<file path="src/rtl/motor_pkg.sv">
// Shared types for the motor command sequencer: direction codes, per-channel drive
// direction, frame FSM states and the frame header/checksum helpers.
package motor_pkg;

  typedef enum logic [2:0] {
    DC_STOP  = 3'b000,
    DC_FWD   = 3'b001,
    DC_LEFT  = 3'b010,
    DC_REV   = 3'b011,
    DC_RIGHT = 3'b100
  } dir_cmd_t;

  typedef enum logic [1:0] {
    COAST = 2'b00,
    FWD   = 2'b01,
    REV   = 2'b10
  } motor_dir_t;

  typedef enum logic [2:0] {
    ST_IDLE,
    ST_LOAD,
    ST_SEND_B0,
    ST_SEND_B1,
    ST_SEND_B2,
    ST_SEND_B3,
    ST_NEXT_CH,
    ST_DONE
  } frame_state_t;

  localparam logic [7:0] FRAME_HDR = 8'hA5;

  function automatic logic [7:0] checksum(input logic [7:0] b0, input logic [7:0] b1,
                                          input logic [7:0] b2);
    return b0 ^ b1 ^ b2;
  endfunction

endpackage

</file>
<file path="src/rtl/uart_byte_tx.sv">
// 8N1 byte serialiser, LSB first, idle high; 10*CLKS_PER_BIT cycles per byte.
// A start accepted in the done cycle chains the next byte with no idle bits; other starts while busy are dropped.
module uart_byte_tx #(
  parameter int CLKS_PER_BIT = 434
) (
  input  logic       clk,
  input  logic       rst,
  input  logic       start,
  input  logic [7:0] data,
  output logic       tx,
  output logic       done
);

  localparam int CW = (CLKS_PER_BIT > 1) ? $clog2(CLKS_PER_BIT) : 1;

  logic          active_q, active_d;
  logic [9:0]    shift_q, shift_d;
  logic [3:0]    bit_q, bit_d;
  logic [CW-1:0] cnt_q, cnt_d;
  logic          bit_end;

  assign bit_end = (cnt_q == CW'(CLKS_PER_BIT - 1));
  assign done    = active_q && bit_end && (bit_q == 4'd9);
  assign tx      = active_q ? shift_q[0] : 1'b1;

  always_comb begin
    active_d = active_q;
    shift_d  = shift_q;
    bit_d    = bit_q;
    cnt_d    = cnt_q;
    if (active_q) begin
      if (bit_end) begin
        cnt_d = '0;
        if (bit_q == 4'd9) begin
          active_d = 1'b0;
        end else begin
          bit_d   = bit_q + 4'd1;
          shift_d = {1'b1, shift_q[9:1]};
        end
      end else begin
        cnt_d = cnt_q + CW'(1);
      end
    end
    if (start && (!active_q || done)) begin
      active_d = 1'b1;
      shift_d  = {1'b1, data, 1'b0};
      bit_d    = '0;
      cnt_d    = '0;
    end
  end

  always_ff @(posedge clk or negedge rst) begin
    if (!rst) begin
      active_q <= 1'b0;
      shift_q  <= '1;
      bit_q    <= '0;
      cnt_q    <= '0;
    end else begin
      active_q <= active_d;
      shift_q  <= shift_d;
      bit_q    <= bit_d;
      cnt_q    <= cnt_d;
    end
  end

endmodule

</file>
<file path="src/rtl/motor_cmd_sequencer.sv">
// Slew-limited multi-channel motor sequencer emitting checksummed 4-byte UART frames per channel.
// Command-to-start-bit within RAMP_CYCLES+3 cycles; extra triggers during a burst collapse into one follow-up burst.
module motor_cmd_sequencer
  import motor_pkg::*;
#(
  parameter int NUM_MOTORS     = 2,
  parameter int SPEED_W        = 3,
  parameter int CLKS_PER_BIT   = 434,
  parameter int RAMP_CYCLES    = 2500000,
  parameter int REFRESH_CYCLES = 5000000
) (
  input  logic               clk,
  input  logic               rst,
  input  logic               cmd_valid,
  input  logic [2:0]         cmd_dir,
  input  logic [SPEED_W-1:0] cmd_speed,
  input  logic               estop,
  output logic               uart_out,
  output logic               busy,
  output logic               burst_done,
  output logic               ramping
);

  localparam int CHW = (NUM_MOTORS > 1) ? $clog2(NUM_MOTORS) : 1;
  localparam int RMW = (RAMP_CYCLES > 1) ? $clog2(RAMP_CYCLES) : 1;
  localparam int RFW = (REFRESH_CYCLES > 1) ? $clog2(REFRESH_CYCLES) : 1;

  logic [RMW-1:0] ramp_q, ramp_d;
  logic           ramp_tick;
  logic [RFW-1:0] ref_q, ref_d;
  logic           ref_hit;
  logic           estop_q, estop_rise;

  logic [NUM_MOTORS-1:0][1:0]         cur_dir_v;
  logic [NUM_MOTORS-1:0][SPEED_W-1:0] cur_spd_v;
  logic [NUM_MOTORS-1:0]              chg_v, diff_v;
  logic                               trig;

  frame_state_t       state_q, state_d;
  logic [CHW-1:0]     ch_q, ch_d;
  logic               pend_q, pend_d, abort_q, abort_d;
  motor_dir_t         snap_dir_q, snap_dir_d;
  logic [SPEED_W-1:0] snap_spd_q, snap_spd_d;
  logic               burst_start, tx_start, tx_done, tx_line;
  logic [7:0]         tx_data, b1, b2, b3;

  assign ramp_tick  = (ramp_q == RMW'(RAMP_CYCLES - 1));
  assign ramp_d     = ramp_tick ? '0 : ramp_q + RMW'(1);
  assign ref_hit    = (ref_q == RFW'(REFRESH_CYCLES - 1));
  assign ref_d      = burst_start ? '0 : (ref_hit ? ref_q : ref_q + RFW'(1));
  assign estop_rise = estop && !estop_q;

  // estop clears every channel in one step; that change is reported through the
  // estop edge so it never lands in the pending flag.
  assign trig    = (!estop && (|chg_v)) || ref_hit;
  assign ramping = |diff_v;

  for (genvar i = 0; i < NUM_MOTORS; i++) begin : g_ch
    motor_dir_t         tgt_dir_q, tgt_dir_d, cur_dir_q, cur_dir_d, run_dir;
    logic [SPEED_W-1:0] tgt_spd_q, tgt_spd_d, cur_spd_q, cur_spd_d;

    always_comb begin
      case (cmd_dir)
        DC_FWD:   run_dir = FWD;
        DC_REV:   run_dir = REV;
        DC_LEFT:  run_dir = (i % 2 == 0) ? REV : FWD;
        DC_RIGHT: run_dir = (i % 2 == 0) ? FWD : REV;
        default:  run_dir = COAST;
      endcase

      // A zero-speed target is always stored as COAST so the ramp can settle.
      tgt_dir_d = tgt_dir_q;
      tgt_spd_d = tgt_spd_q;
      if (estop) begin
        tgt_dir_d = COAST;
        tgt_spd_d = '0;
      end else if (cmd_valid) begin
        if (run_dir == COAST || cmd_speed == '0) begin
          tgt_dir_d = COAST;
          tgt_spd_d = '0;
        end else begin
          tgt_dir_d = run_dir;
          tgt_spd_d = cmd_speed;
        end
      end

      cur_dir_d = cur_dir_q;
      cur_spd_d = cur_spd_q;
      if (estop) begin
        cur_dir_d = COAST;
        cur_spd_d = '0;
      end else if (ramp_tick) begin
        if (cur_dir_q != tgt_dir_q && cur_spd_q != '0) begin
          cur_spd_d = cur_spd_q - SPEED_W'(1);
          if (cur_spd_q == SPEED_W'(1)) cur_dir_d = COAST;
        end else if (cur_spd_q == '0) begin
          if (tgt_spd_q != '0) begin
            cur_dir_d = tgt_dir_q;
            cur_spd_d = SPEED_W'(1);
          end else begin
            cur_dir_d = COAST;
          end
        end else if (cur_spd_q < tgt_spd_q) begin
          cur_spd_d = cur_spd_q + SPEED_W'(1);
        end else if (cur_spd_q > tgt_spd_q) begin
          cur_spd_d = cur_spd_q - SPEED_W'(1);
        end
      end
    end

    always_ff @(posedge clk or negedge rst) begin
      if (!rst) begin
        tgt_dir_q <= COAST;
        tgt_spd_q <= '0;
        cur_dir_q <= COAST;
        cur_spd_q <= '0;
      end else begin
        tgt_dir_q <= tgt_dir_d;
        tgt_spd_q <= tgt_spd_d;
        cur_dir_q <= cur_dir_d;
        cur_spd_q <= cur_spd_d;
      end
    end

    assign cur_dir_v[i] = cur_dir_q;
    assign cur_spd_v[i] = cur_spd_q;
    assign chg_v[i]     = (cur_dir_d != cur_dir_q) || (cur_spd_d != cur_spd_q);
    assign diff_v[i]    = (cur_dir_q != tgt_dir_q) || (cur_spd_q != tgt_spd_q);
  end

  assign b1 = {4'(ch_q), 2'b00, snap_dir_q};
  assign b2 = 8'(snap_spd_q) << (8 - SPEED_W);
  assign b3 = checksum(FRAME_HDR, b1, b2);

  always_comb begin
    state_d     = state_q;
    ch_d        = ch_q;
    pend_d      = pend_q;
    abort_d     = abort_q;
    snap_dir_d  = snap_dir_q;
    snap_spd_d  = snap_spd_q;
    burst_start = 1'b0;
    tx_start    = 1'b0;
    tx_data     = FRAME_HDR;
    burst_done  = 1'b0;

    case (state_q)
      ST_IDLE: begin
        if (abort_q || pend_q || trig || estop_rise) begin
          state_d     = ST_LOAD;
          ch_d        = '0;
          burst_start = 1'b1;
          // The post-estop stop burst leaves any pending follow-up in place.
          if (abort_q) begin
            abort_d = 1'b0;
            if (trig) pend_d = 1'b1;
          end else begin
            pend_d = 1'b0;
          end
        end
      end
      ST_LOAD: begin
        snap_dir_d = motor_dir_t'(cur_dir_v[ch_q]);
        snap_spd_d = cur_spd_v[ch_q];
        tx_start   = 1'b1;
        tx_data    = FRAME_HDR;
        state_d    = ST_SEND_B0;
      end
      ST_SEND_B0: begin
        if (tx_done) begin
          if (abort_q) begin
            state_d = ST_IDLE;
          end else begin
            tx_start = 1'b1;
            tx_data  = b1;
            state_d  = ST_SEND_B1;
          end
        end
      end
      ST_SEND_B1: begin
        if (tx_done) begin
          if (abort_q) begin
            state_d = ST_IDLE;
          end else begin
            tx_start = 1'b1;
            tx_data  = b2;
            state_d  = ST_SEND_B2;
          end
        end
      end
      ST_SEND_B2: begin
        if (tx_done) begin
          if (abort_q) begin
            state_d = ST_IDLE;
          end else begin
            tx_start = 1'b1;
            tx_data  = b3;
            state_d  = ST_SEND_B3;
          end
        end
      end
      ST_SEND_B3: begin
        if (tx_done) state_d = abort_q ? ST_IDLE : ST_NEXT_CH;
      end
      ST_NEXT_CH: begin
        if (abort_q) begin
          state_d = ST_IDLE;
        end else if (ch_q == CHW'(NUM_MOTORS - 1)) begin
          state_d = ST_DONE;
        end else begin
          ch_d    = ch_q + CHW'(1);
          state_d = ST_LOAD;
        end
      end
      ST_DONE: begin
        burst_done = 1'b1;
        state_d    = ST_IDLE;
      end
      default: state_d = ST_IDLE;
    endcase

    if (state_q != ST_IDLE) begin
      if (estop_rise) abort_d = 1'b1;
      if (trig)       pend_d  = 1'b1;
    end
  end

  always_ff @(posedge clk or negedge rst) begin
    if (!rst) begin
      state_q    <= ST_IDLE;
      ch_q       <= '0;
      pend_q     <= 1'b0;
      abort_q    <= 1'b0;
      snap_dir_q <= COAST;
      snap_spd_q <= '0;
      ramp_q     <= '0;
      ref_q      <= '0;
      estop_q    <= 1'b0;
    end else begin
      state_q    <= state_d;
      ch_q       <= ch_d;
      pend_q     <= pend_d;
      abort_q    <= abort_d;
      snap_dir_q <= snap_dir_d;
      snap_spd_q <= snap_spd_d;
      ramp_q     <= ramp_d;
      ref_q      <= ref_d;
      estop_q    <= estop;
    end
  end

  uart_byte_tx #(
    .CLKS_PER_BIT(CLKS_PER_BIT)
  ) u_tx (
    .clk  (clk),
    .rst  (rst),
    .start(tx_start),
    .data (tx_data),
    .tx   (tx_line),
    .done (tx_done)
  );

  assign uart_out = tx_line;
  assign busy     = (state_q != ST_IDLE);

endmodule
</file>
<file path="config.mk">
export PLATFORM = sky130hd
export DESIGN_NAME = motor_cmd_sequencer
export DESIGN_NICKNAME = d
export VERILOG_FILES = /design/src/rtl/motor_pkg.sv /design/src/rtl/uart_byte_tx.sv /design/src/rtl/motor_cmd_sequencer.sv
export SDC_FILE = /design/constraint.sdc
export NUM_CORES = 1
export LEC_CHECK = 0
export ABC_AREA = 0
export CAP_MARGIN = 30
export CORE_ASPECT_RATIO = 1.5
export CORE_MARGIN = 1.5
export CORE_UTILIZATION = 25
export CTS_CLUSTER_SIZE = 10
export DETAILED_ROUTE_END_ITERATION = 16
export DONT_BUFFER_PORTS = 1
export GPL_TIMING_DRIVEN = 0
export HOLD_SLACK_MARGIN = 0.03
export PLACE_DENSITY = 0.44
export SYNTH_ARGS = -nofsm -noshare
export SYNTH_HDL_FRONTEND = slang
export SYNTH_SLANG_ARGS = --single-unit
</file>
<file path="constraint.sdc">
create_clock -name clk -period 2.5 [get_ports clk]
set_input_delay 0 -clock clk [delete_from_list [all_inputs] [get_ports clk]]
set_output_delay 0 -clock clk [all_outputs]
set_load 0.02 [all_outputs]
</file>
==> results_dict.tcl, run 1 <==
set metrics [dict create \
    cts_buffers 9 \
    slew_headroom_pct 57.0 \
    wl_per_cell_um 15.0 \
    grt_max_degree 101 \
    postSynthCellCount 624 \
    grtUsageTotal_pct 12.6 \
    p_per_area_nw_per_um2 468 \
    htreeDepth 3 \
    drt-initial-drc-count 262 \
    use_met1_pct 14.5 \
    rsz0062_at_grt "yes" \
    met2_usage_pct 23.0 \
    synth_fa_ha_area_share_pct 4.56 \
    synth_nets 654 \
    firstDrtPassIters 4 \
    tns_ns -3.32 \
    coreArea_sq_um 22400 \
    yosysSeqAreaShare_pct 44.0 \
    ant_nets 0 \
    dieArea_sq_um 23800 \
    io_pins 14 \
    vias 4727 \
    diodes 0 \
    synth_ff_type "dfrtp_1" \
    synth_top_area_share_pct 39.9 \
    fin_ws_ns -0.175 \
    synth_compound_area_share_pct 15.6 \
    yosysMostFrequentCell "dfrtp_1" \
    endpoint_kind "flop" \
    status "finished with violations" \
    busiest_layer "met2" \
    met3_usage_pct 2.43 \
    drc 0 \
    clock-root-buffer "clkbuf_16" \
    syn_area_sq_um 5710 \
    syn_to_final_growth_pct 21.2 \
    rows 67 \
    fmax_ghz 0.374 \
    arrival_ns 2.92 \
    vias_per_cell 4.98 \
    synth_top_cells_by_count "91 x dfrtp_1, 71 x nand2_1, 67 x nor2_1" \
    wl_mm 14.2 \
    clock_skew_ns 0.0109 \
    grt-ovfl-total 0 \
    report.final.setup_viol 26 \
    p_leak_nw 2.91 \
    slew_viol_final 0 \
    fin_crit_ns 2.68 \
    min_period_over_period_pct 107 \
    nets 698 \
    drive_gt1_share_pct 16.3 \
    fin_util_pct 30.9 \
    die_w_um 126 \
    yosys.area_share.simple_pct 22.9 \
    synth_top_family_by_area "simple AND/OR/NAND/NOR gates" \
    synth_top_cell_by_area "dfrtp_1" \
    worstSetupPathType "reg -> reg" \
    cp_data_required_time_ns 2.75 \
    crit_fanout 8 \
    dp_hpwl_mm 9.98 \
    grt_pass1_wl_mm 24.2 \
    die_h_um 188 \
    hold_path.class "in -> reg" \
    synthArstFlopShare_pct 100 \
    dpl_cell_area_sq_um 6100 \
    yosys-mux-area-fraction_pct 1.05 \
    tightest_slew_ns 0.637 \
    yosys_warnings 0 \
    cts_tree "built" \
    yosys-top-cells-area "dfrtp_1 40%, xor2_1 5.4%, nand2_1 4.7%" \
    synth-edff-count 0 \
    numPortBuffers 0 \
    finalHoldViolCount 0 \
    ys_types 70 \
    path_clk_slew_ns 0.07 \
    synth_area_per_cell_sq_um 9.15 \
    clockBufferDepth 2 \
    synthXorXnorAreaFrac_pct 8.44 \
    final_area_sq_um 6920 \
    drv_cap 0 \
    place_congestion 0.851 \
    start_util_pct 25.5 \
    grt_pass1_vias 4927 \
    ys_ff_latch 100 \
    clkLatencyLatePin_ns 0.36 \
    violations "negative setup slack" \
    critPathLaunchType "flop" \
    peakVddDrop_uv 340 \
    cts.sinks 100 \
    antenna_found_initial 0 \
]
area by class of cell:
type	instances	area, sq um
repair buffers	33	305
inverters	25	98.8
plain buffers	21	111
fillers	2320	15500
multi-input cells	478	3260
clock buffers	9	225
clock inverters	7	55.1
well taps	276	345
flip-flops and latches	100	2520
cells by family (layout without fill, tap and decap cells):
| kind of cell | Yosys count | count (layout) |
|---|---|---|
| mux | 6 | 6 |
| flops | 100 | 100 |
| xor+xnor | 55 | 55 |
| compound gates | 133 | 133 |
| buf+inv | 46 | 95 |
| simple gates | 263 | 263 |
| fa+ha+maj | 21 | 21 |
critical path, stage by stage (launching register included):
cell and delay [ns]:
dfrtp_2 0.47, ha_4 0.30, and3_4 0.19, a21oi_2 0.06, a2111oi_4 0.42, a2111oi_4 0.15
or3b_1 0.38, o31a_4 0.35, a211o_1 0.24
path summary, 6_finish.rpt:
| path | slack [ns] | depth (start not counted) | to | startpoint |
|---|---|---|---|---|
| setup / recovery | -0.18 | 8 | state_q[0] | g_ch[1].cur_spd_q[1] |
| hold reg to reg | 0.47 | 2 | u_tx.shift_q[8] | u_tx.shift_q[8] |
| max in group asynchronous | 1.86 | 2 | ref_q[16] | rst |
| min in group asynchronous | 0.23 | 2 | u_tx.bit_q[3] | rst |
| setup reg to reg | -0.18 | 8 | state_q[0] | g_ch[1].cur_spd_q[1] |
| hold / removal | 0.06 | 2 | g_ch[1].tgt_dir_q[1] | cmd_speed[1] |
layer usage:
| layer | vias up | wire length, um |
|---|---|---|
| li1 | 2312 | - |
| met1 | 2330 | 6040 |
| met2 | 69 | 7560 |
| met3 | 16 | 371 |
| met4 | 0 | 279 |
| met5 | - | 0 |
through the flow:
| step | cells | power, mW | hold slack, ns | setup WS [ns] |
|---|---|---|---|---|
| after global placement | 900 | 1.82 | -0.293 | -0.451 |
| after detailed placement | 900 | 1.82 | -0.293 | -0.463 |
| after global routing | 949 | 3.38 | 0.0951 | -0.272 |
| final | 949 | 3.23 | 0.0573 | -0.175 |
| after floorplan | 624 | 1.79 | -0.296 | -0.00788 |
| after CTS | 943 | 3.28 | 0.0357 | -0.214 |
registers in the layout, indices dropped and copies added, names as in the netlist, 2 cells and up:
| signal | cells |
|---|---|
| u_tx.cnt_q | 9 |
| snap_spd_q | 3 |
| state_q | 3 |
| ref_q | 23 |
| g_ch.cur_dir_q | 4 |
| ramp_q | 22 |
| g_ch.tgt_dir_q | 4 |
| snap_dir_q | 2 |
| u_tx.bit_q | 4 |
| g_ch.tgt_spd_q | 6 |
| g_ch.cur_spd_q | 6 |
| u_tx.shift_q | 9 |
repair_timing:
| action | in CTS | in global routing |
|---|---|---|
| setup endpoints to repair | 49 | 40 |
| hold buffers | 13 | 0 |
| endpoints found under the hold margin | 111 | 0 |
| buffers inserted | 12 | 6 |
| resized for setup | 31 | 31 |
| gates cloned | 2 | 0 |
| pin swaps | 6 | 12 |
where the power goes:
part / leakage (nW) / internal, mW / switching (mW)
combinational: 1.49 / 0.0844 / 0.136
clock: 0.135 / 0.691 / 0.681
sequential: 1.28 / 1.63 / 0.0107
cell usage in the layout (no fill, tap or decap), types with 7 or more instances in the layout:
master | netlist | routed
nand4_1 | 14 | 14
and3_1 | 13 | 12
inv_1 | 25 | 23
o21ai_0 | 39 | 39
dfrtp_1 | 91 | 86
buf_4 | 1 | 19
ha_1 | 20 | 16
dlygate4sd3_1 | 0 | 12
xor2_1 | 35 | 35
a21oi_1 | 34 | 30
nand2_1 | 71 | 71
nor2_4 | 0 | 9
nor2_1 | 67 | 49
nand3_1 | 27 | 26
nand2b_1 | 8 | 7
clkbuf_16 | 0 | 9
xnor2_1 | 20 | 20
nor3_1 | 11 | 11
dfstp_2 | 9 | 9
clkbuf_1 | 14 | 11
nor2_2 | 2 | 11
Power figures use the tool's default switching activity.
==> run 2, diff against run 1 <==
--- a/config.mk
+++ b/config.mk
@@ -9,13 +9,13 @@
 export CAP_MARGIN = 30
 export CORE_ASPECT_RATIO = 1.5
 export CORE_MARGIN = 1.5
-export CORE_UTILIZATION = 25
+export CORE_UTILIZATION = 28
 export CTS_CLUSTER_SIZE = 10
 export DETAILED_ROUTE_END_ITERATION = 16
 export DONT_BUFFER_PORTS = 1
 export GPL_TIMING_DRIVEN = 0
 export HOLD_SLACK_MARGIN = 0.03
-export PLACE_DENSITY = 0.44
+export PLACE_DENSITY = 0.47
 export SYNTH_ARGS = -nofsm -noshare
 export SYNTH_HDL_FRONTEND = slang
 export SYNTH_SLANG_ARGS = --single-unit
==> run 2 against run 1 <==
  * The flow still finishes with violations (negative setup slack)
  * Largest power group unchanged
  * Utilization up 3.4 points
  * Clock power is essentially flat
  * Sequential share of layout area rose by 0.57 points
  * Global-route usage is 1.3 points higher
  * Final area decreased by 1.5%
  * Total power fell by 0.39%
==> results_dict.tcl, run 2 (synthesized netlist as in run 1, its figures left out) <==
set metrics [dict create \
    p_leak_nw 2.92 \
    grt-ovfl-total 0 \
    post-place-ws_ns -0.426 \
    wl_per_cell_um 14.8 \
    place_congestion 0.844 \
    nets 697 \
    endpoint_kind "flop" \
    swShare_pct 25.2 \
    drv_cap 0 \
    violations "negative setup slack" \
    cts.sinks 100 \
    critPathLaunch "g_ch[1].cur_spd_q[1]" \
    fin_crit_ns 2.76 \
    tns_ns -5.51 \
    reg_top3 "ref_q: 23 flops, ramp_q: 22 flops" \
    syn_to_final_growth_pct 19.4 \
    power_mw 3.22 \
    vias 4677 \
    cts_tree "built" \
    tightest_slew_ns 0.628 \
    start_util_pct 28.7 \
    slew_headroom_pct 57.6 \
    min_period_over_period_pct 110 \
    combinationalPowerShare_pct 6.9 \
    largest_reg_flops 23 \
    power_switching_mw 0.812 \
    antenna_found_initial 0 \
    fin_ws_ns -0.255 \
    largest-register "ref_q" \
    rsz0062_at_grt "yes" \
    cts_buffers 9 \
    grt_pass1_wl_mm 24.1 \
    hold_path.class "in -> reg" \
    wl_mm 13.8 \
    drc 0 \
    whs_ns 0.0658 \
    clockBufferDepth 2 \
    fmax_ghz 0.363 \
    arrival_ns 2.99 \
    grt_max_degree 101 \
    reg2reg_from "g_ch[1].cur_spd_q[1]" \
    clock-root-buffer "clkbuf_16" \
    seq_power_share_pct 51.0 \
    critPathLaunchType "flop" \
    coreArea_sq_um 19900 \
    drive_gt1_share_pct 13.8 \
    worstSetupPathType "reg -> reg" \
    clock_skew_ns 0.0106 \
    dp_hpwl_mm 9.78 \
    slew_viol_final 0 \
    die_h_um 178 \
    dieArea_sq_um 21300 \
    p_clk_share_pct 42.1 \
    htreeDepth 3 \
    peakVddDrop_uv 269 \
    grt_pass1_vias 4990 \
    clkLatencyLatePin_ns 0.35 \
    final_common_cell "dfrtp_1" \
    numPortBuffers 0 \
    status "finished with violations" \
    path_clk_slew_ns 0.08 \
    grtUsageTotal_pct 13.9 \
    layout_common_cells "86 x dfrtp_1, 71 x nand2_1, 62 x nor2_1, 39 x o21ai_0, 35 x xor2_1" \
    report.final.setup_viol 26 \
    finalHoldViolCount 0 \
    p_int_mw 2.41 \
    io_pins 14 \
    vias_per_cell 5.02 \
    rows 63 \
    ant_nets 0 \
    die_w_um 120 \
    cp_data_required_time_ns 2.73 \
    crit_fanout 7 \
    drt-initial-drc-count 197 \
    diodes 0 \
    p_per_area_nw_per_um2 473 \
    firstDrtPassIters 4 \
    min-delay-start "cmd_speed[1]" \
]
run 2: cell types whose count changed in the layout (fill, tap and decap cells not counted), moves of 4 or more:
cell,change
nor2_4,-8
clkinv_4,+4
nor2_2,-5
nor2_1,+13
inv_6,-4
run 2: final cells by class:
class	instances	area, sq um
Multi-Input combinational cell	478	3170
Tap cell	260	325
Fill cell	2120	13100
Inverter	25	96.3
Clock buffer	9	225
Buffer	20	104
Sequential cell	100	2520
Timing Repair Buffer	33	315
Clock inverter	7	60.1
run 2: metal layers:
layer | wire (um) | vias to the layer above | GRT usage (%)
met5 | 0 | - | 0
met4 | 289 | 0 | 5.80
met3 | 313 | 19 | 1.61
met2 | 7390 | 67 | 26.1
met1 | 5830 | 2286 | 15.7
li1 | - | 2305 | -
run 2: timing repair:
item	in CTS	in global routing
endpoints found under the hold margin	111	0
hold buffers	15	0
gates resized for setup	20	14
buffers inserted	8	10
pin swaps	6	6
endpoints found under the setup margin	49	52
run 2: path summary, 6_finish.rpt:
check | endpoint | slack, ns | cells past startpoint
worst max-delay path | state_q[0] | -0.26 | 10
worst max register to register | state_q[0] | -0.26 | 10
worst min register to register | u_tx.shift_q[8] | 0.47 | 2
min in group asynchronous | ramp_q[14] | 0.22 | 2
max in group asynchronous | g_ch[1].cur_spd_q[1] | 1.80 | 2
worst min-delay path | g_ch[1].tgt_dir_q[1] | 0.07 | 2
run 2: per-stage QoR:
| stage | util, % | area (sq um) | instances |
|---|---|---|---|
| final | 34.3 | 6810 | 932 |
| after global placement | 30.6 | 6080 | 884 |
| after floorplan | - | 5750 | 624 |
| after detailed placement | 30.6 | 6080 | 884 |
| after CTS | 33.7 | 6700 | 923 |
| after global routing | 34.3 | 6810 | 932 |
run 2: power by group through the flow:
stage / logic, mW / registers (mW) / clock network [mW]
finish: 0.223 / 1.64 / 1.36
global route: 0.249 / 1.65 / 1.47
CTS: 0.220 / 1.64 / 1.41
detailed placement: 0.148 / 1.67 / 0
global placement: 0.143 / 1.67 / 0
floorplan: 0.116 / 1.67 / 0
run 2: critical path: stages (launching register included):
cell,delay (ns)
dfrtp_2,0.46
buf_12,0.14
ha_4,0.26
and3_4,0.19
a21oi_2,0.06
a2111oi_4,0.31
buf_4,0.18
a2111oi_4,0.08
or3b_1,0.38
o31a_4,0.33
a211o_1,0.24
==> run 3, diff against run 2 <==
--- a/config.mk
+++ b/config.mk
@@ -8,8 +8,9 @@
 export ABC_AREA = 0
 export CAP_MARGIN = 30
 export CORE_ASPECT_RATIO = 1.5
-export CORE_MARGIN = 1.5
+export CORE_MARGIN = 4
 export CORE_UTILIZATION = 28
+export CTS_BUF_LIST = sky130_fd_sc_hd__clkbuf_2
 export CTS_CLUSTER_SIZE = 10
 export DETAILED_ROUTE_END_ITERATION = 16
 export DONT_BUFFER_PORTS = 1
==> run 3 against run 2 <==
  * Sequential share of layout area up 0.81 points
  * The flow still finishes with violations (negative setup slack)
  * Non-clock buffer count up 1
  * Critical endpoint is now ref_q[13]
  * Via count up 1.2%
  * Largest cell class unchanged
==> results_dict.tcl, run 3 (synthesized netlist as in run 1, its figures left out) <==
set metrics [dict create \
    die_w_um 125 \
    grt-ovfl-total 0 \
    slew_headroom_pct 60.0 \
    dpl_cell_area_sq_um 6080 \
    report.final.setup_viol 26 \
    cpMostUsedCell "a2111oi_4" \
    crit_fanout 10 \
    cpLargestDelayFamily "compound AO/OA/AOI/OAI gates" \
    layout.area.seq_sq_um 2520 \
    fillerInstances 2081 \
    multi_input_area_sq_um 3170 \
    path_clk_slew_ns 0.28 \
    cts_buffers 9 \
    path_cells "buf_12 -> ha_4 -> and3_4 -> a21oi_2 -> a2111oi_4 -> a2111oi_4 -> or3b_1 -> o31a_4 -> buf_6 -> nor2_1" \
    fmax_ghz 0.355 \
    whs_ns 0.0766 \
    drive_gt1_share_pct 12.8 \
    post-place-ws_ns -0.424 \
    endpoint_kind "flop" \
    arrival_ns 3.37 \
    coreArea_sq_um 19900 \
    drv_cap 0 \
    largest_reg_flops 23 \
    stdcell_count 937 \
    p_leak_nw 2.83 \
    wl_mm 13.7 \
    cts.sinks 100 \
    tightest_slew_ns 0.598 \
    clkLatencyLatePin_ns 0.62 \
    ant_nets 0 \
    die_h_um 183 \
    largest-register "ref_q" \
    nets 698 \
    antenna_found_initial 1 \
    reg_top3 "ref_q: 23 flops, ramp_q: 22 flops" \
    syn_to_final_growth_pct 16.8 \
    grt_max_degree 101 \
    crit_slowest_cell "dfrtp_2" \
    cts_tree "built" \
    drt-initial-drc-count 263 \
    dp_cells 884 \
    htreeDepth 3 \
    fin_crit_ns 2.82 \
    status "finished with violations" \
    min_period_over_period_pct 113 \
    final_area_sq_um 6670 \
    wl_per_cell_um 14.6 \
    grtUsageTotal_pct 12.4 \
    grt_pass1_wl_mm 23.6 \
    numPortBuffers 0 \
    final_common_cell "dfrtp_1" \
    start_util_pct 28.6 \
    peakVddDrop_uv 236 \
    clock_skew_ns 0.0311 \
    p_per_area_nw_per_um2 400 \
    rsz0062_at_grt "yes" \
    dieArea_sq_um 22800 \
    rows 63 \
    finalHoldViolCount 0 \
    fin_util_pct 33.4 \
    layout_common_cells "86 x dfrtp_1, 71 x nand2_1, 62 x nor2_1, 39 x o21ai_0, 35 x xor2_1" \
    drc 0 \
    dp_hpwl_mm 9.66 \
    fin_ws_ns -0.319 \
    hold_path.class "in -> reg" \
    grt_pass1_vias 4923 \
    path_buf_inv 2 \
    clock-root-buffer "clkbuf_2" \
    crit_path_max_incr_delay_ns 0.52 \
    clockBufferDepth 2 \
    critPathLaunchType "flop" \
    violations "negative setup slack" \
    worstSetupPathType "reg -> reg" \
    firstDrtPassIters 4 \
    place_congestion 0.792 \
    tns_ns -7.26 \
    slew_viol_final 0 \
    io_pins 14 \
    power_mw 2.67 \
    vias 4735 \
    vias_per_cell 5.05 \
    cp_data_required_time_ns 3.05 \
]
==> run 3: tightest hold or removal path, delay by kind of cell <==
family / cells / cell delay (ns)
AO/OA/AOI/OAI: 1 / 0.06
buffers and inverters: 1 / 0.54
XOR/XNOR: 1 / 0.09
==> run 3: where the power goes <==
group	switching, mW	internal, mW	total [mW]
Combinational	0.137	0.0841	0.221
Clock	0.566	0.231	0.797
Sequential	0.0116	1.64	1.65
Total	0.714	1.95	2.67
==> run 3: repair_timing <==
action | CTS | global route
pin swaps | 6 | 4
endpoints found under the setup margin | 50 | 49
hold endpoints to repair | 111 | 0
gates resized for setup | 19 | 14
hold buffers | 19 | 0
setup buffers | 8 | 6
==> run 3: cell type report <==
cell class | count | area share (%)
clock inverter | 5 | 0.788
sequential | 100 | 37.8
antenna | 4 | 0.150
inverter | 25 | 1.45
timing repair buffer | 33 | 4.94
tap | 260 | 4.88
buffer | 21 | 1.65
clock buffer | 11 | 0.826
multi-input combinational | 478 | 47.5
==> run 3: worst paths after layout <==
path / startpoint / depth (start not counted) / slack [ns] / end
min reg2reg: u_tx.shift_q[8] / 2 / 0.48 / u_tx.shift_q[8]
max: g_ch[1].cur_spd_q[1] / 10 / -0.32 / ref_q[13]
min: cmd_dir[2] / 3 / 0.08 / g_ch[0].tgt_dir_q[0]
min in group asynchronous: rst / 3 / 0.47 / ramp_q[20]
max in group asynchronous: rst / 3 / 1.63 / u_tx.shift_q[6]
max reg2reg: g_ch[1].cur_spd_q[1] / 10 / -0.32 / ref_q[13]
==> run 3: layer usage <==
metal	track usage, %	vias to the layer above	share of wire [%]
met5	0	-	0
met4	5.75	0	2.4
met3	1.66	24	2.3
met2	22.9	71	53
met1	14.1	2329	42
li1	-	2311	-
